## config.mk

```make
export PLATFORM = sky130hd
export DESIGN_NAME = fetch_unit
export DESIGN_NICKNAME = d
export VERILOG_FILES = /design/src/rtl/fetch_pkg.sv /design/src/rtl/fetch_queue.sv /design/src/rtl/fetch_unit.sv
export SDC_FILE = /design/constraint.sdc
export NUM_CORES = 1
export LEC_CHECK = 0
export BUFFER_PORTS_ARGS = -buffer_cell sky130_fd_sc_hd__buf_2
export CORE_MARGIN = 10
export CORE_UTILIZATION = 35
export DETAILED_ROUTE_END_ITERATION = 10
export GPL_TIMING_DRIVEN = 1
export PLACE_DENSITY = 0.6
export SETUP_SLACK_MARGIN = 0.5
export SYNTH_ARGS = -nofsm -noshare
export SYNTH_HDL_FRONTEND = slang
export SYNTH_SLANG_ARGS = --single-unit
```

## constraint.sdc

```tcl
create_clock -name clk -period 3.67 [get_ports clk]
set_clock_uncertainty 0.15 [all_clocks]
set_input_delay 0 -clock clk [delete_from_list [all_inputs] [get_ports clk]]
set_output_delay 0 -clock clk [all_outputs]
set_load 0.01 [all_outputs]
```

## src/rtl/fetch_pkg.sv

```systemverilog
// fetch_pkg: shared constants and the fetch-queue entry type
// for the instruction-fetch stage.
package fetch_pkg;

  localparam logic [31:0] NOP              = 32'h0000_0000;
  localparam logic [31:0] DEFAULT_RESET_PC = 32'h0000_0000;

  typedef struct packed {
    logic [31:0] pc;
    logic [31:0] inst;
    logic        filled;
  } fetch_entry_t;

endpackage

```

## src/rtl/fetch_queue.sv

```systemverilog
// fetch_queue: in-order circular buffer of fetched words.
// Entries are allocated at issue and filled on response.
module fetch_queue
  import fetch_pkg::*;
#(
  parameter  int QDEPTH = 2,
  localparam int AW     = $clog2(QDEPTH),
  localparam int CW     = AW + 1
) (
  input  logic         i_clk,
  input  logic         i_rst_n,
  input  logic         i_alloc,
  input  logic [31:0]  i_alloc_pc,
  input  logic         i_fill,
  input  logic [31:0]  i_fill_inst,
  input  logic         i_pop,
  input  logic         i_clear,
  output fetch_entry_t o_head,
  output logic [CW-1:0] o_count,
  output logic [CW-1:0] o_unfilled
);

  fetch_entry_t  r_q [QDEPTH];
  logic [CW-1:0] r_head;
  logic [CW-1:0] r_fill;
  logic [CW-1:0] r_alloc;

  logic [AW-1:0] w_hi;
  logic [AW-1:0] w_fi;
  logic [AW-1:0] w_ai;

  assign w_hi = r_head[AW-1:0];
  assign w_fi = r_fill[AW-1:0];
  assign w_ai = r_alloc[AW-1:0];

  assign o_head     = r_q[w_hi];
  assign o_count    = r_alloc - r_head;
  assign o_unfilled = r_alloc - r_fill;

  // pointer and entry update; clear wins over alloc/fill/pop
  always_ff @(posedge i_clk or negedge i_rst_n) begin
    if (!i_rst_n) begin
      r_head  <= '0;
      r_fill  <= '0;
      r_alloc <= '0;
      for (int i = 0; i < QDEPTH; i++)
        r_q[i] <= '0;
    end else if (i_clear) begin
      r_head  <= '0;
      r_fill  <= '0;
      r_alloc <= '0;
      for (int i = 0; i < QDEPTH; i++)
        r_q[i].filled <= 1'b0;
    end else begin
      if (i_alloc) begin
        r_q[w_ai].pc     <= i_alloc_pc;
        r_q[w_ai].inst   <= NOP;
        r_q[w_ai].filled <= 1'b0;
        r_alloc          <= r_alloc + CW'(1);
      end
      if (i_fill) begin
        r_q[w_fi].inst   <= i_fill_inst;
        r_q[w_fi].filled <= 1'b1;
        r_fill           <= r_fill + CW'(1);
      end
      if (i_pop) begin
        r_q[w_hi].filled <= 1'b0;
        r_head           <= r_head + CW'(1);
      end
    end
  end

endmodule

```

## src/rtl/fetch_unit.sv

```systemverilog
// fetch_unit: PC, memory issue, wrong-path discard, output.
// Define FETCH_PERF_EN to add StallCycles/BubbleCycles.
module fetch_unit
  import fetch_pkg::*;
#(
  parameter logic [31:0] RESET_PC = DEFAULT_RESET_PC,
  parameter int          QDEPTH   = 2
) (
  input  logic        clk,
  input  logic        Reset,
  input  logic        StallD,
  input  logic        Redirect,
  input  logic [31:0] RedirectPC,
  output logic        ImemReq,
  output logic [31:0] ImemAddr,
  input  logic        ImemRdy,
  input  logic        ImemValid,
  input  logic [31:0] ImemData,
  output logic        InstValid,
  output logic [31:0] Inst_out,
  output logic [31:0] PC_out
`ifdef FETCH_PERF_EN
  ,
  output logic [31:0] StallCycles,
  output logic [31:0] BubbleCycles
`endif
);

  localparam int CW  = $clog2(QDEPTH) + 1;
  localparam int CW1 = CW + 1;
  localparam logic [CW:0] LP_QD = CW1'(QDEPTH);

  logic [31:0]   r_pc;
  logic [CW-1:0] r_discard;

  fetch_entry_t  w_head;
  logic [CW-1:0] w_count;
  logic [CW-1:0] w_unfilled;
  logic          w_valid;
  logic          w_pop;
  logic [CW:0]   w_occ;
  logic          w_fire;
  logic          w_fill;
  logic          w_drop;
  logic [CW-1:0] w_outst;
  logic [CW-1:0] w_redir_disc;
  logic [31:0]   w_tgt;

  assign w_valid = w_head.filled;
  assign w_pop   = w_valid && !StallD && !Redirect;

  // an entry freed by this cycle's pop can be reused at once
  assign w_occ = CW1'(w_count) + CW1'(r_discard)
               - CW1'(w_pop);

  assign ImemReq  = Reset && !Redirect && (w_occ < LP_QD);
  assign ImemAddr = r_pc;
  assign w_fire   = ImemReq && ImemRdy;

  assign w_fill = ImemValid && !Redirect
               && (r_discard == '0) && (w_unfilled != '0);
  assign w_drop = ImemValid && !Redirect
               && (r_discard != '0);

  // reads still in flight; the one landing now is consumed
  assign w_outst      = r_discard + w_unfilled;
  assign w_redir_disc = (ImemValid && (w_outst != '0))
                      ? w_outst - CW'(1) : w_outst;

  assign w_tgt = RedirectPC & 32'hFFFF_FFFC;

  assign InstValid = w_valid;
  assign Inst_out  = w_valid ? w_head.inst : NOP;
  assign PC_out    = w_valid ? w_head.pc   : 32'h0;

  fetch_queue #(
    .QDEPTH (QDEPTH)
  ) u_queue (
    .i_clk       (clk),
    .i_rst_n     (Reset),
    .i_alloc     (w_fire),
    .i_alloc_pc  (r_pc),
    .i_fill      (w_fill),
    .i_fill_inst (ImemData),
    .i_pop       (w_pop),
    .i_clear     (Redirect),
    .o_head      (w_head),
    .o_count     (w_count),
    .o_unfilled  (w_unfilled)
  );

  // fetch PC: redirect target, else advance on handshake
  always_ff @(posedge clk or negedge Reset) begin
    if (!Reset)
      r_pc <= {RESET_PC[31:2], 2'b00};
    else if (Redirect)
      r_pc <= w_tgt;
    else if (w_fire)
      r_pc <= r_pc + 32'd4;
  end

  // count of wrong-path responses still to be dropped
  always_ff @(posedge clk or negedge Reset) begin
    if (!Reset)
      r_discard <= '0;
    else if (Redirect)
      r_discard <= w_redir_disc;
    else if (w_drop)
      r_discard <= r_discard - CW'(1);
  end

  a_no_orphan_resp: assert property (
    @(posedge clk) disable iff (!Reset)
    !(ImemValid && (w_unfilled == '0) && (r_discard == '0))
  );

`ifdef FETCH_PERF_EN
  logic r_seen;

  // stall/bubble counters; bubbles count once fetch has delivered
  always_ff @(posedge clk or negedge Reset) begin
    if (!Reset) begin
      r_seen       <= 1'b0;
      StallCycles  <= 32'h0;
      BubbleCycles <= 32'h0;
    end else begin
      if (w_valid)
        r_seen <= 1'b1;
      if (w_valid && StallD)
        StallCycles <= StallCycles + 32'd1;
      if (r_seen && !w_valid && !StallD)
        BubbleCycles <= BubbleCycles + 32'd1;
    end
  end
`endif

endmodule

```

== Word level (Yosys, flattened, before mapping) ==
Cells that the tools add are included.

* Latch bits: 0
* Input bits: 70
* Memories: 0
* Bits in read-only memories: 0
* Flip-flop bits (word level): 170
* Output and inout port bits: 98
* RAM bits: 0

* $mul: 0
* Add/subtract/negate cells: 11
* Div/mod/pow operators: 0
* Eq/ne operators: 0
* Reduce and logical (&&, ||, !) cells: 23
* Magnitude comparators: 7
* Multiplexer cells: 41
* Shift operators: 0
* Bitwise gates (word level): 3

{| class="wikitable"
|+ Operators with widths
! operator !! count
|-
| $bwmux 130 || 6
|-
| $mux 130 || 5
|-
| $demux 65 s1 || 6
|-
| $mux 65 || 4
|-
| $mux 32 || 4
|-
| $mux 33 || 2
|-
| $add 32x3->32 const B || 1
|-
| $mux 2 || 9
|-
| $reduce_bool 2->1 || 7
|-
| $logic_and 1x1->1 || 13
|-
| $add 2x1->2 const B || 3
|-
| $ge 2x2->1 const B || 3
|-
| $lt 2x1->1 const B || 3
|-
| $not 1->2 || 3
|-
| $mux 1 || 5
|-
| $sub 2x1->2 const B || 2
|-
| $sub 2x2->2 || 2
|-
| $add 2x2->3 || 1
|-
| $lt 3x2->1 const B || 1
|-
| $sub 3x1->3 || 1
|-
| $add 2x2->2 || 1
|-
| $logic_not 1->1 || 2
|-
| $logic_not 2->1 || 1
|}

== Logic depth before layout (Yosys ltp) ==
Gate-level depths: netlist of run 1.

* Depth in word-level cells: 19
* Mapped depth: 15
* Depth with buffers taken out: 11

== Modules after synthesis ==
Synthesis of run 1 repeated with hierarchy kept, for this count alone.

* Cell total of the unflattened synthesis: 721
* Area, all modules: 8526.9 µm²

{| class="wikitable"
|+ By module, submodules not included
! module !! area an instance (µm²) !! cells each !! times used !! sequential area each (µm²)
|-
| fetch_queue || 5921.9 || 394 || 1 || 3403.3
|-
| fetch_unit || 2605.0 || 327 || 1 || 800.8
|}

== Least setup slack after synthesis of run 1 ==
OpenSTA, ideal clock, no wires.

* Path type: register to register
* From: reg u_queue.r_head[0]
* To: reg u_queue.r_q[35] (netlist bit)
* Arrival time: 3.113 ns
* Setup slack: 0.283 ns
* Required time: 3.395 ns
* Cell stages (with the launch flop): 13
* Cells stage by stage: dfrtp_1 -> clkbuf_1 -> mux2i_1 -> nor3_1 -> ha_1 -> nand2b_1 -> fa_1 -> and4b_1 -> and2_1 -> buf_2 -> nand2_1 -> buf_2 -> mux2_2

* Cells in the longest elaborated chain, start to end: 18
* Elaborated cells on any way between the ends: 21

{| class="wikitable"
|+ Ends and longest elaborated chain
! element !! RTL line !! RTL
|-
| from (decl) || fetch_queue.sv:24 || <nowiki>logic [CW-1:0] r_head;</nowiki>
|-
| from (signal assigned) || fetch_queue.sv:68 || <nowiki>r_head <= r_head + CW'(1);</nowiki>
|-
| branches (longest 17 deep; another with $add 2x2->3) || -- ||
|-
| $mux 130 * || fetch_queue.sv:66 || <nowiki>if (i_pop) begin</nowiki>
|-
| to (decl) || fetch_queue.sv:23 || <nowiki>fetch_entry_t r_q [QDEPTH];</nowiki>
|}

Mark *: on every way between the ends. The select of a mux whose other input is x is not followed.
A chain may end at the register's enable or synchronous reset.

== Worst setup path in the final report of run 1 ==
* From: reg u_queue.r_head[0]
* To: reg u_queue.r_q[63] (netlist bit)

The elaborated chain is that of the path after synthesis.

==> metrics.log, run 1 <==
[metrics] Area Overhead vs Synth: 42.1%
[metrics] final worst hold slack: -0.000571 ns
[metrics] first-pass GRT wire length: about 41,000 microns
[metrics] last weighted congestion value of the routability-driven placer: around 0.85
[metrics] final cycle utilization of the critical path: 90.4%
[metrics] antenna cells: 0
[metrics] top flip-flop cell by instance count after synthesis: dfrtp_1
[metrics] count of placed standard cells in the final layout, fillers left out: 1,471
[metrics] worst-margin pin slew: 0.886 ns
[metrics] final WL: ~27,000 microns
[metrics] Crit Reg-Reg Endpoint: u_queue.r_q[63]$_DFFE_PN0P_
[metrics] termination of the worst setup path: u_queue.r_q[63]$_DFFE_PN0P_
[metrics] share of synthesized area occupied by flip-flops and latches: 50.1%
[metrics] cell row count: 55
[metrics] DIE HEIGHT: ~170 microns
[metrics] clock latency on the worst-skew pair: approximately 0.42 ns
[metrics] least setup slack across all paths after layout: around 0.35 ns
[metrics] share of layout cells above drive strength 1: between 20 and 30%
[metrics] cell internal power dissipation: just under 4000 uW
[metrics] horizontal die dimension: between 150 and 200 microns
[metrics] vias after detailed routing: 7,393
[metrics] H-tree depth: 4
[metrics] pin count of the biggest net entering global routing: 65
[metrics] critical path arrival: about 3.5 ns
[metrics] switching component of the power: around 1700 uW
[metrics] Min-Delay Path Class: in2async
[metrics] Critical Path Start: u_queue.r_head[0]$_DFFE_PN0P_
[metrics] global-route total usage across every layer: ~16%
[metrics] minimum clock period: between 3 and 4 ns
[metrics] total of flip-flops plus latches after synthesis: about 160
[metrics] CTS tree: yes
[metrics] maximum fanout count along the critical path: 6
[metrics] failing checks: negative hold slack
[metrics] number of DRC violations after detailed routing: 0
[metrics] Mapped Area: 0.00819 sq mm
[metrics] first-pass detailed-route iteration total: 5
[metrics] FFs w/ async S/R, synth: 100%
[metrics] layout net count: roughly 1,200
[metrics] Initial Util: 35.9%
[metrics] Final HPWL DP: 15,900 microns
[metrics] number of clock buffers inserted by TritonCTS: 17
[metrics] buffer cell driving the clock tree root: clkbuf_16
[metrics] PortBufs: ~160
[metrics] Worst setup EP type: flip-flop
[metrics] most frequent cells in the layout: nand2_1 (232), dfrtp_1 (163), buf_2 (160), nor2_1 (78)
[metrics] startpoint-to-endpoint class of the critical path: reg2reg
[metrics] sequential group share of total power: a little over two fifths
[metrics] number of synthesized flops with an enable pin: 0
[metrics] largest voltage drop on the vdd net: around 0.34 mV
[metrics] setup repair after global routing missed its margin: yes
[metrics] Post-Syn Instances: approximately 910
[metrics] number of antenna violations at the first check in global routing: 0
[metrics] cell count after placement: 1,339
[metrics] Worst Setup Slack post-DPL: ~0.012 ns
[metrics] Routed wire per std cell: 18.1 microns
[metrics] critical path startpoint category: flip-flop
[metrics] number of hold violations in the final report: 1
[metrics] clk slew on worst S/H paths: around 0.07 ns
[metrics] via-per-instance ratio: roughly 5.0
[metrics] Max Freq: approximately 300 MHz
[metrics] 1st-iter DRT viols: about 650
[metrics] Max transition margin: approximately two fifths
[metrics] Pins Over Slew Limit: 0
[metrics] most common cell after layout, fill and taps aside: nand2_1
[metrics] total negative slack: 0 ns
[metrics] Warnings, synthesis: 0
[metrics] number of antenna-violating nets in the routed design: 0
[metrics] clk buf depth: 2
[metrics] part of the total power dissipated in combinational logic: 22.2%
[metrics] R2R depth: 12
[metrics] setup slack of the most critical reg-to-reg path: 0.35 ns
[metrics] source of the worst register-to-register timing path: u_queue.r_head[0]$_DFFE_PN0P_
[metrics] maximum capacitance violations: 0
[metrics] Core Box Area: 0.0228 sq mm
[metrics] number of distinct library cells after synthesis: 51
[metrics] clock network power share: around a third
[metrics] Syn Area/Cell: approximately 9 sq um
[metrics] count of clock tree sinks: between 150 and 200
[metrics] Sw Ratio: between 30% and 40%
[metrics] count of endpoints failing setup in the final report: 0
[metrics] I/O pin count: about 170
[metrics] Required @ worst endpoint: approximately 3.8 ns
[metrics] Die ar.: around 0.030 sq mm
[metrics] P_leak: approximately 0.0055 uW
[metrics] GRT overflow: 0
[metrics] outcome: complete, but fails checks
[metrics] Power Dens Cells: between 400 and 500 mW/mm^2
[metrics] number of global-route vias before repair: between 7,000 and 8,000
-- synthesized netlist by cell type, drive strengths merged (4+ instances only) --
master	number	share of area, %
nand4	7	0.79
nand2b	4	0.31
clkbuf	32	1.6
nand3	58	3.5
mux2	24	3.3
xnor2	5	0.53
nor2	82	3.8
o211ai	11	1.0
dfrtp	164	50
and3	6	0.46
mux2i	66	8.1
o21ai	61	3.7
nand2	255	12
inv	14	0.64
nor4	5	0.56
o311ai	8	0.86
a31oi	5	0.38
xor2	4	0.43
a221o	4	0.49
nor3	13	0.79
ha	8	1.2
a21oi	7	0.43
and2	5	0.38
buf	31	2.1
-- power groups by stage --
stage / logic (uW) / registers (uW) / clock network [uW]
global placement: 1030 / 2500 / 0
finish: 1270 / 2490 / 1950
detailed placement: 1060 / 2510 / 0
global route: 1440 / 2540 / 2060
floorplan: 729 / 2440 / 0
CTS: 1160 / 2480 / 1990
-- final cells by class --
cell class | instances | area, sq um
well taps | 313 | 392
clock buffers | 18 | 439
multi-input cells | 668 | 4150
inverters | 14 | 52.6
clock inverters | 13 | 198
flip-flops and latches | 164 | 4110
fillers | 2083 | 11200
repair buffers | 281 | 2310
-- per-layer routing --
layer  routed length [microns]  global-route usage [%]
met4                       313                    2.98
met1                     12200                    22.1
met2                     12500                    26.0
met5                         0                       0
met3                      1640                    4.57
-- critical path, stage by stage, from the launching register on --
cell and delay (ns):
dfrtp_4 0.52, ha_4 0.18, xor2_2 0.14, xnor2_1 0.13
ha_1 0.30, fa_1 0.57, and4b_1 0.23, and2_4 0.18
buf_12 0.14, nand2_8 0.08, buf_12 0.16, buf_16 0.14
mux2_4 0.29
-- how the worst min path moves through the flow --
| stage | end | start | slack (ns) |
|---|---|---|---|
| 2_1_floorplan | ImemAddr[10]$_DFFE_PN0N_ | Reset | -0.45 |
| 3_3_place_gp | u_queue.r_q[6]$_DFFE_PN0N_ | Reset | -0.18 |
| 3_5_place_dp | u_queue.r_q[6]$_DFFE_PN0N_ | Reset | -0.19 |
| 4_1_cts | u_queue.r_q[6]$_DFFE_PN0N_ | Reset | 0.005 |
| 5_1_grt | u_queue.r_q[6]$_DFFE_PN0N_ | Reset | 0.04 |
| 6_report | u_queue.r_q[6]$_DFFE_PN0N_ | Reset | -0.0006 |
-- cell families (layout without fill, tap and decap cells) --
group | count (synthesis) | after routing | share of synthesized area, %
simple gates | 444 | 445 | 23.1
flops | 164 | 164 | 50.1
compound gates | 110 | 110 | 8.34
mux | 90 | 90 | 11.4
buf+inv | 77 | 326 | 4.37
xor+xnor | 10 | 10 | 1.24
fa+ha+maj | 9 | 9 | 1.47
other cells | 1 | 4 | 0.0458
-- through the flow --
step           hold WS (ns)  instance area, sq um  power (uW)  util [%]
6_report          -0.000571                 11600        5710      51.0
5_1_grt              0.0364                 11600        6040      51.0
3_5_place_dp         -0.190                  9340        3570      40.9
2_1_floorplan        -0.446                  8230        3170         -
3_3_place_gp         -0.185                  9340        3520      40.9
4_1_cts             0.00524                 11000        5620      48.0
-- flip-flops by register name, summed over array words and instances (netlist names) --
signal	flops
u_queue.r_fill	2
u_queue.r_head	2
u_queue.r_alloc	2
ImemAddr	30
u_queue.r_q	126
r_discard	2
-- repair_timing --
action | 4_1_cts | 5_1_grt
hold buffers | 66 | 0
endpoints found under the setup margin | 151 | 157
hold endpoints to repair | 147 | 0
buffers inserted | 7 | 14
cloned | 6 | 8
pin swaps | 5 | 55
gates resized for setup | 15 | 128
(Power assumes the default switching activity.)
==> inputs of run 2 (changes only) <==
BUFFER_PORTS_ARGS = not set   (was -buffer_cell sky130_fd_sc_hd__buf_2)
CAP_MARGIN = 5   (was not set)
DONT_BUFFER_PORTS = 1   (was not set)
PLACE_DENSITY = 0.54   (was 0.6)
==> run 2 against run 1 <==
The run still ends with negative hold slack left; clock power decreased by 9%; first-iteration DRC count decreased by 2.4%; non-clock buffer count decreased by 156; hold slack got worse by 0.88 ns; count of clock-buffer cells in the layout decreased by 1; register-to-register slack improved by 0.07 ns; global-route usage about the same; power decreased by 5.7%; sequential cell count unchanged; utilization decreased by 5.6 points; critical endpoint is now u_queue.r_q[58]$_DFFE_PN0P_.
==> metrics.log, run 2 (synthesis results as in run 1) <==
[metrics] number of hold violations in the final report: 186 (+185)
[metrics] clk buf depth: 2 (unchanged)
[metrics] CTS tree: yes
[metrics] delay of the slowest cell on the worst path: 0.52 ns (-0.05 ns)
[metrics] Critical-path top delay cell: dfrtp_4
[metrics] P_leak: 0.00456 uW (-18%)
[metrics] setup slack of the most critical reg-to-reg path: 0.42 ns (+0.07 ns)
[metrics] maximum capacitance violations: 0 (unchanged)
[metrics] multi-input logic area: 0.00388 sq mm (-6.5%)
[metrics] I/O pin count: 168 (unchanged)
[metrics] final cycle utilization of the critical path: 88.6% (-1.8 points)
[metrics] count of endpoints failing setup in the final report: 0 (unchanged)
[metrics] number of antenna violations at the first check in global routing: 1 (+1)
[metrics] critical path startpoint category: flip-flop
[metrics] Die ar.: 0.0299 sq mm (unchanged)
[metrics] first-pass detailed-route iteration total: 5 (unchanged)
[metrics] Final HPWL DP: 15,400 microns (-3.0%)
[metrics] Required @ worst endpoint: 3.84 ns (about the same)
[metrics] number of fill cells: 2,282 (+9.6%)
[metrics] Largest Register: u_queue.r_q
[metrics] number of DRC violations after detailed routing: 0 (unchanged)
[metrics] R2R depth: 11 (-1)
[metrics] Power Dens Cells: 519 mW/mm^2 (+5.9%)
[metrics] setup repair after global routing missed its margin: yes
[metrics] number of global-route vias before repair: 6,769 (-7.7%)
[metrics] Initial Util: 35.9% (unchanged)
[metrics] GRT overflow: 0 (unchanged)
[metrics] Max transition margin: 34.2% (-6.7 points)
[metrics] fin util: 45.4% (-5.6 points)
[metrics] horizontal die dimension: 173 microns (unchanged)
[metrics] largest voltage drop on the vdd net: 0.314 mV (-6.4%)
[metrics] minimum clock period: 3.25 ns (-0.0654 ns)
[metrics] count of clock tree sinks: 164 (unchanged)
[metrics] first-pass GRT wire length: 39,800 microns (-2.2%)
[metrics] total negative slack: 0 ns (unchanged)
[metrics] hold-fix buffer count after cts: 91 (+38%)
[metrics] Max Freq: 308 MHz (+2.0%)
[metrics] most common cell after layout, fill and taps aside: nand2_1
[metrics] vias after detailed routing: 6,815 (-7.8%)
[metrics] DIE HEIGHT: 173 microns (unchanged)
[metrics] share of layout cells above drive strength 1: 11.4% (-18 points)
[metrics] Min-Delay Path Class: in2async
[metrics] Pins Over Slew Limit: 0 (unchanged)
[metrics] clock latency on the worst-skew pair: 0.44 ns (+0.02 ns)
[metrics] critical path arrival: 3.42 ns (-0.06 ns)
[metrics] cell row count: 55 (unchanged)
[metrics] Routed wire per std cell: 19.3 microns (+6.6%)
[metrics] number of antenna-violating nets in the routed design: 0 (unchanged)
[metrics] Area Overhead vs Synth: 26.6%
[metrics] source of the worst register-to-register timing path: u_queue.r_head[0]$_DFFE_PN0P_
[metrics] buffer cell driving the clock tree root: clkbuf_16
[metrics] Crit Reg-Reg Endpoint: u_queue.r_q[58]$_DFFE_PN0P_
[metrics] PortBufs: 0 (-100%)
[metrics] last weighted congestion value of the routability-driven placer: 0.776 (-8.6%)
[metrics] cells along the critical path: mux2i_4, nor3_2, ha_1, nand2b_4, fa_1, and4b_2, and2_4, buf_12, nand2_8, buf_16, mux2_2
[metrics] startpoint-to-endpoint class of the critical path: reg2reg
[metrics] number of clock buffers inserted by TritonCTS: 17 (unchanged)
[metrics] failing checks: negative hold slack
[metrics] Core Box Area: 0.0228 sq mm (unchanged)
[metrics] H-tree depth: 4 (unchanged)
[metrics] most frequent cells in the layout: nand2_1 (252), dfrtp_1 (163), dlygate4sd3_1 (91), nor2_1 (80), mux2i_1 (65)
[metrics] worst-margin pin slew: 0.978 ns (+0.0922 ns)
[metrics] pin count of the biggest net entering global routing: 167 (+160%)
[metrics] maximum fanout count along the critical path: 11 (+5)
[metrics] 1st-iter DRT viols: 638 (-2.4%)
[metrics] number of flip-flops in the largest register: 126 (unchanged)
[metrics] outcome: complete, but fails checks
[metrics] final WL: 25,400 microns (-4.6%)
[metrics] layout net count: 1,069 (-13%)
[metrics] via-per-instance ratio: 5.17 (+3.0%)
[metrics] Buf/Inv on CP: 2 (-1)
[metrics] family of cells with the greatest summed delay on the critical path: simple AND/OR/NAND/NOR gates
[metrics] Worst setup EP type: flip-flop
[metrics] clk slew on worst S/H paths: 0.07 ns (about the same)
[metrics] final worst hold slack: -0.881 ns (-0.881 ns)
[metrics] global-route total usage across every layer: 16.4% (about the same)
[metrics] sequential standard cell area: 0.00411 sq mm (unchanged)
[run 2: cell count changes in the layout (fill, tap and decap cells not counted), sizes merged, moves of 2 or more]
cell,change
clkbuf,-7
buf,-176
inv,+2
bufinv,-3
clkinv,+4
dlygate4sd3,+26
[run 2: through the flow]
step	power, uW	instances	hold WS, ns	cell area [sq um]	setup slack (ns)
after floorplan	3170	908	-0.446	8230	0.507
after global placement	3410	1178	-0.437	8510	0.106
after detailed placement	3440	1178	-0.437	8510	0.0651
after CTS	5370	1311	-0.901	10200	0.444
after global routing	5710	1317	-0.910	10400	0.275
final	5380	1317	-0.881	10400	0.418
[run 2: area by class of cell]
cell class                      count  area share [%]
Antenna cell                        1          0.0241
Clock buffer                       17            4.10
Inverter                           14           0.507
Tap cell                          313            3.78
Sequential cell                   164            39.6
Timing Repair Buffer              125            13.2
Clock inverter                     15            1.40
Multi-Input combinational cell    668            37.4
[run 2: per-layer routing]
metal	GRT usage, %	share of wire [%]	up-vias	wire length, microns
met4	3.38	0.72	0	183
met2	26.2	47	192	12000
met3	5.45	7.0	11	1790
met1	21.3	45	3382	11500
met5	0	0	-	0
li1	-	-	3230	-
[run 2: timing repair]
item                       4_1_cts  5_1_grt
gates resized for setup         21       25
hold endpoints to repair       268      186
buffers inserted                 6        2
setup endpoints to repair      156      158
pin swaps                        3        7
cloned                           4        3
[run 2: how the worst max path moves through the flow]
| stage | from | end | slack [ns] | cells after the start |
|---|---|---|---|---|
| 2_1_floorplan | u_queue.r_head[0]$_DFFE_PN0P_ | u_queue.r_q[35]$_DFFE_PN0P_ | 0.51 | 12 |
| 3_3_place_gp | u_queue.r_head[0]$_DFFE_PN0P_ | ImemAddr[18]$_DFFE_PN0N_ | 0.11 | 10 |
| 3_5_place_dp | u_queue.r_head[0]$_DFFE_PN0P_ | ImemAddr[18]$_DFFE_PN0N_ | 0.07 | 10 |
| 4_1_cts | u_queue.r_head[0]$_DFFE_PN0P_ | ImemAddr[8]$_DFFE_PN0N_ | 0.44 | 10 |
| 5_1_grt | u_queue.r_head[0]$_DFFE_PN0P_ | u_queue.r_q[59]$_DFFE_PN0P_ | 0.28 | 11 |
| 6_report | u_queue.r_head[0]$_DFFE_PN0P_ | u_queue.r_q[58]$_DFFE_PN0P_ | 0.42 | 11 |
[run 2: report_power, final]
part	total (uW)	switching (uW)	internal (uW)
Combinational	1090	539	548
Sequential	2520	319	2200
Clock	1780	826	954
==> inputs of run 3 (changes only) <==
CTS_BUF_LIST = sky130_fd_sc_hd__clkbuf_4   (was not set)
==> run 3 against run 2 <==
Largest power group unchanged; the run still ends with negative hold slack left; first-iteration DRC count down 14%; critical endpoint unchanged; clock power down 38%; design area up 3.5%; worst setup slack worse by 0.019 ns.
==> metrics.log, run 3 (synthesis results as in run 1) <==
[metrics] outcome: complete, but fails checks
[metrics] failing checks: negative hold slack
[metrics] global-route total usage across every layer: 17.1% (+0.62 points)
[metrics] worst-margin pin slew: 0.805 ns (-0.172 ns)
[metrics] Initial Util: 35.9% (unchanged)
[metrics] I/O pin count: 168 (unchanged)
[metrics] startpoint-to-endpoint class of the critical path: reg2reg
[metrics] cell row count: 55 (unchanged)
[metrics] most frequent cells in the layout: nand2_1 (252), dfrtp_1 (163), dlygate4sd3_1 (158), nor2_1 (80), mux2i_1 (65)
[metrics] first-pass detailed-route iteration total: 6 (+1)
[metrics] number of global-route vias before repair: 7,239 (+6.9%)
[metrics] setup repair after global routing missed its margin: yes
[metrics] Routed wire per std cell: 19.0 microns (-1.9%)
[metrics] number of fill cells: 2,228 (-2.4%)
[metrics] number of hold violations in the final report: 164 (-12%)
[metrics] count of endpoints failing setup in the final report: 0 (unchanged)
[metrics] DIE HEIGHT: 173 microns (unchanged)
[metrics] Die ar.: 0.0299 sq mm (unchanged)
[metrics] horizontal die dimension: 173 microns (unchanged)
[metrics] maximum capacitance violations: 0 (unchanged)
[metrics] number of flip-flops in the largest register: 126 (unchanged)
[metrics] layout net count: 1,135 (+6.2%)
[metrics] clock latency on the worst-skew pair: 0.59 ns (+0.15 ns)
[metrics] Final HPWL DP: 15,400 microns (unchanged)
[metrics] vias after detailed routing: 7,157 (+5.0%)
[metrics] PortBufs: 0 (unchanged)
[metrics] count of clock tree sinks: 164 (unchanged)
[metrics] Largest Register: u_queue.r_q
[metrics] pin count of the biggest net entering global routing: 167 (unchanged)
[metrics] multi-input logic area: 0.00389 sq mm (+0.29%)
[metrics] critical path arrival: 3.57 ns (+0.15 ns)
[metrics] largest voltage drop on the vdd net: 0.263 mV (-16%)
[metrics] share of layout cells above drive strength 1: 10.6% (-0.80 points)
[metrics] fin util: 47.0% (+1.6 points)
[metrics] Min-Delay Path Class: in2async
[metrics] hold-fix buffer count after cts: 159 (+75%)
[metrics] Core Box Area: 0.0228 sq mm (unchanged)
[metrics] first-pass GRT wire length: 41,500 microns (+4.2%)
[metrics] number of DRC violations after detailed routing: 0 (unchanged)
[metrics] buffer cell driving the clock tree root: clkbuf_4
[metrics] minimum clock period: 3.27 ns (+0.0193 ns)
[metrics] maximum fanout count along the critical path: 11 (unchanged)
[metrics] critical path startpoint category: flip-flop
[metrics] clk slew on worst S/H paths: 0.15 ns (+0.08 ns)
[metrics] total negative slack: 0 ns (unchanged)
[metrics] clk buf depth: 2 (unchanged)
[metrics] number of antenna-violating nets in the routed design: 0 (unchanged)
[metrics] 1st-iter DRT viols: 547 (-14%)
[metrics] number of antenna violations at the first check in global routing: 2 (+1)
[metrics] via-per-instance ratio: 5.17 (about the same)
[metrics] Required @ worst endpoint: 3.97 ns (+0.13 ns)
[metrics] P_leak: 0.00461 uW (+1.0%)
[metrics] most common cell after layout, fill and taps aside: nand2_1
[metrics] Max transition margin: 46.3% (+12 points)
[metrics] GRT overflow: 0 (unchanged)
[metrics] Max Freq: 306 MHz (-0.59%)
[metrics] final cycle utilization of the critical path: 89.1% (+0.53 points)
[metrics] last weighted congestion value of the routability-driven placer: 0.776 (unchanged)
[metrics] final WL: 26,200 microns (+3.1%)
[metrics] number of clock buffers inserted by TritonCTS: 17 (unchanged)
[metrics] CTS tree: yes
[metrics] Area Overhead vs Synth: 31.0%
[metrics] sequential standard cell area: 0.00411 sq mm (unchanged)
[metrics] Power Dens Cells: 440 mW/mm^2 (-15%)
[metrics] Pins Over Slew Limit: 0 (unchanged)
[metrics] H-tree depth: 4 (unchanged)
[metrics] final worst hold slack: -1.05 ns (-0.171 ns)
[metrics] Worst setup EP type: flip-flop
==> run 3: layer usage <==
layer | GRT usage, % | vias to the layer above | share of wire (%)
met5 | 0 | - | 0
met4 | 4.10 | 0 | 0.85
met3 | 5.55 | 19 | 6.6
met2 | 27.6 | 190 | 48
met1 | 21.5 | 3577 | 45
li1 | - | 3371 | -
==> run 3: layout make-up <==
type                            instances  area share (%)
Antenna cell                            2          0.0466
Clock buffer                           17            1.19
Clock inverter                         15            1.35
Inverter                               14           0.489
Multi-Input combinational cell        668            36.2
Sequential cell                       164            38.3
Tap cell                              313            3.65
Timing Repair Buffer                  191            18.8
==> run 3: worst max-delay path: stages, from the launching register on <==
cell and delay [ns]:
dfrtp_4 0.55, mux2i_4 0.20, nor3_2 0.14, ha_1 0.25, nand2b_4 0.14, fa_2 0.48, and4b_2 0.27, and2_4 0.17
buf_12 0.14, nand2_8 0.16, buf_16 0.17, mux2_2 0.33
==> run 3: path summary, 6_finish.rpt <==
kind	startpoint	end	slack, ns	cells past startpoint
max	u_queue.r_head[0]$_DFFE_PN0P_	u_queue.r_q[58]$_DFFE_PN0P_	0.40	11
min	Reset	u_queue.r_q[4]$_DFFE_PN0N_	-1.05	0
max reg2reg	u_queue.r_head[0]$_DFFE_PN0P_	u_queue.r_q[58]$_DFFE_PN0P_	0.40	11
min reg2reg	u_queue.r_q[124]$_DFFE_PN0P_	u_queue.r_q[124]$_DFFE_PN0P_	0.34	2
max in group asynchronous	Reset	u_queue.r_q[0]$_DFF_PN0_	3.98	0
min in group clk	RedirectPC[30]	ImemAddr[30]$_DFFE_PN0N_	0.05	4
==> run 3: repair_timing <==
action / 4_1_cts / 5_1_grt
gates resized for setup: 19 / 30
setup endpoints to repair: 156 / 159
pin swaps: 3 / 5
endpoints found under the hold margin: 268 / 164
cloned: 3 / 3
setup buffers: 5 / 2
==> run 3: where the power goes <==
part	leakage, uW	internal, uW	switching, uW
sequential	0.00219	2190	321
clock	0.000151	356	740
combinational	0.00227	561	557
total	0.00461	3110	1620
==> run 3: stage by stage <==
step	area, sq um	setup slack, ns	std cells	power (uW)	hold WS (ns)
floorplan	8230	0.507	908	3170	-0.446
global placement	8510	0.106	1178	3410	-0.437
detailed placement	8510	0.0651	1178	3440	-0.437
CTS	10600	0.443	1377	4700	-1.12
global route	10700	0.324	1384	5060	-1.13
finish	10700	0.399	1384	4730	-1.05
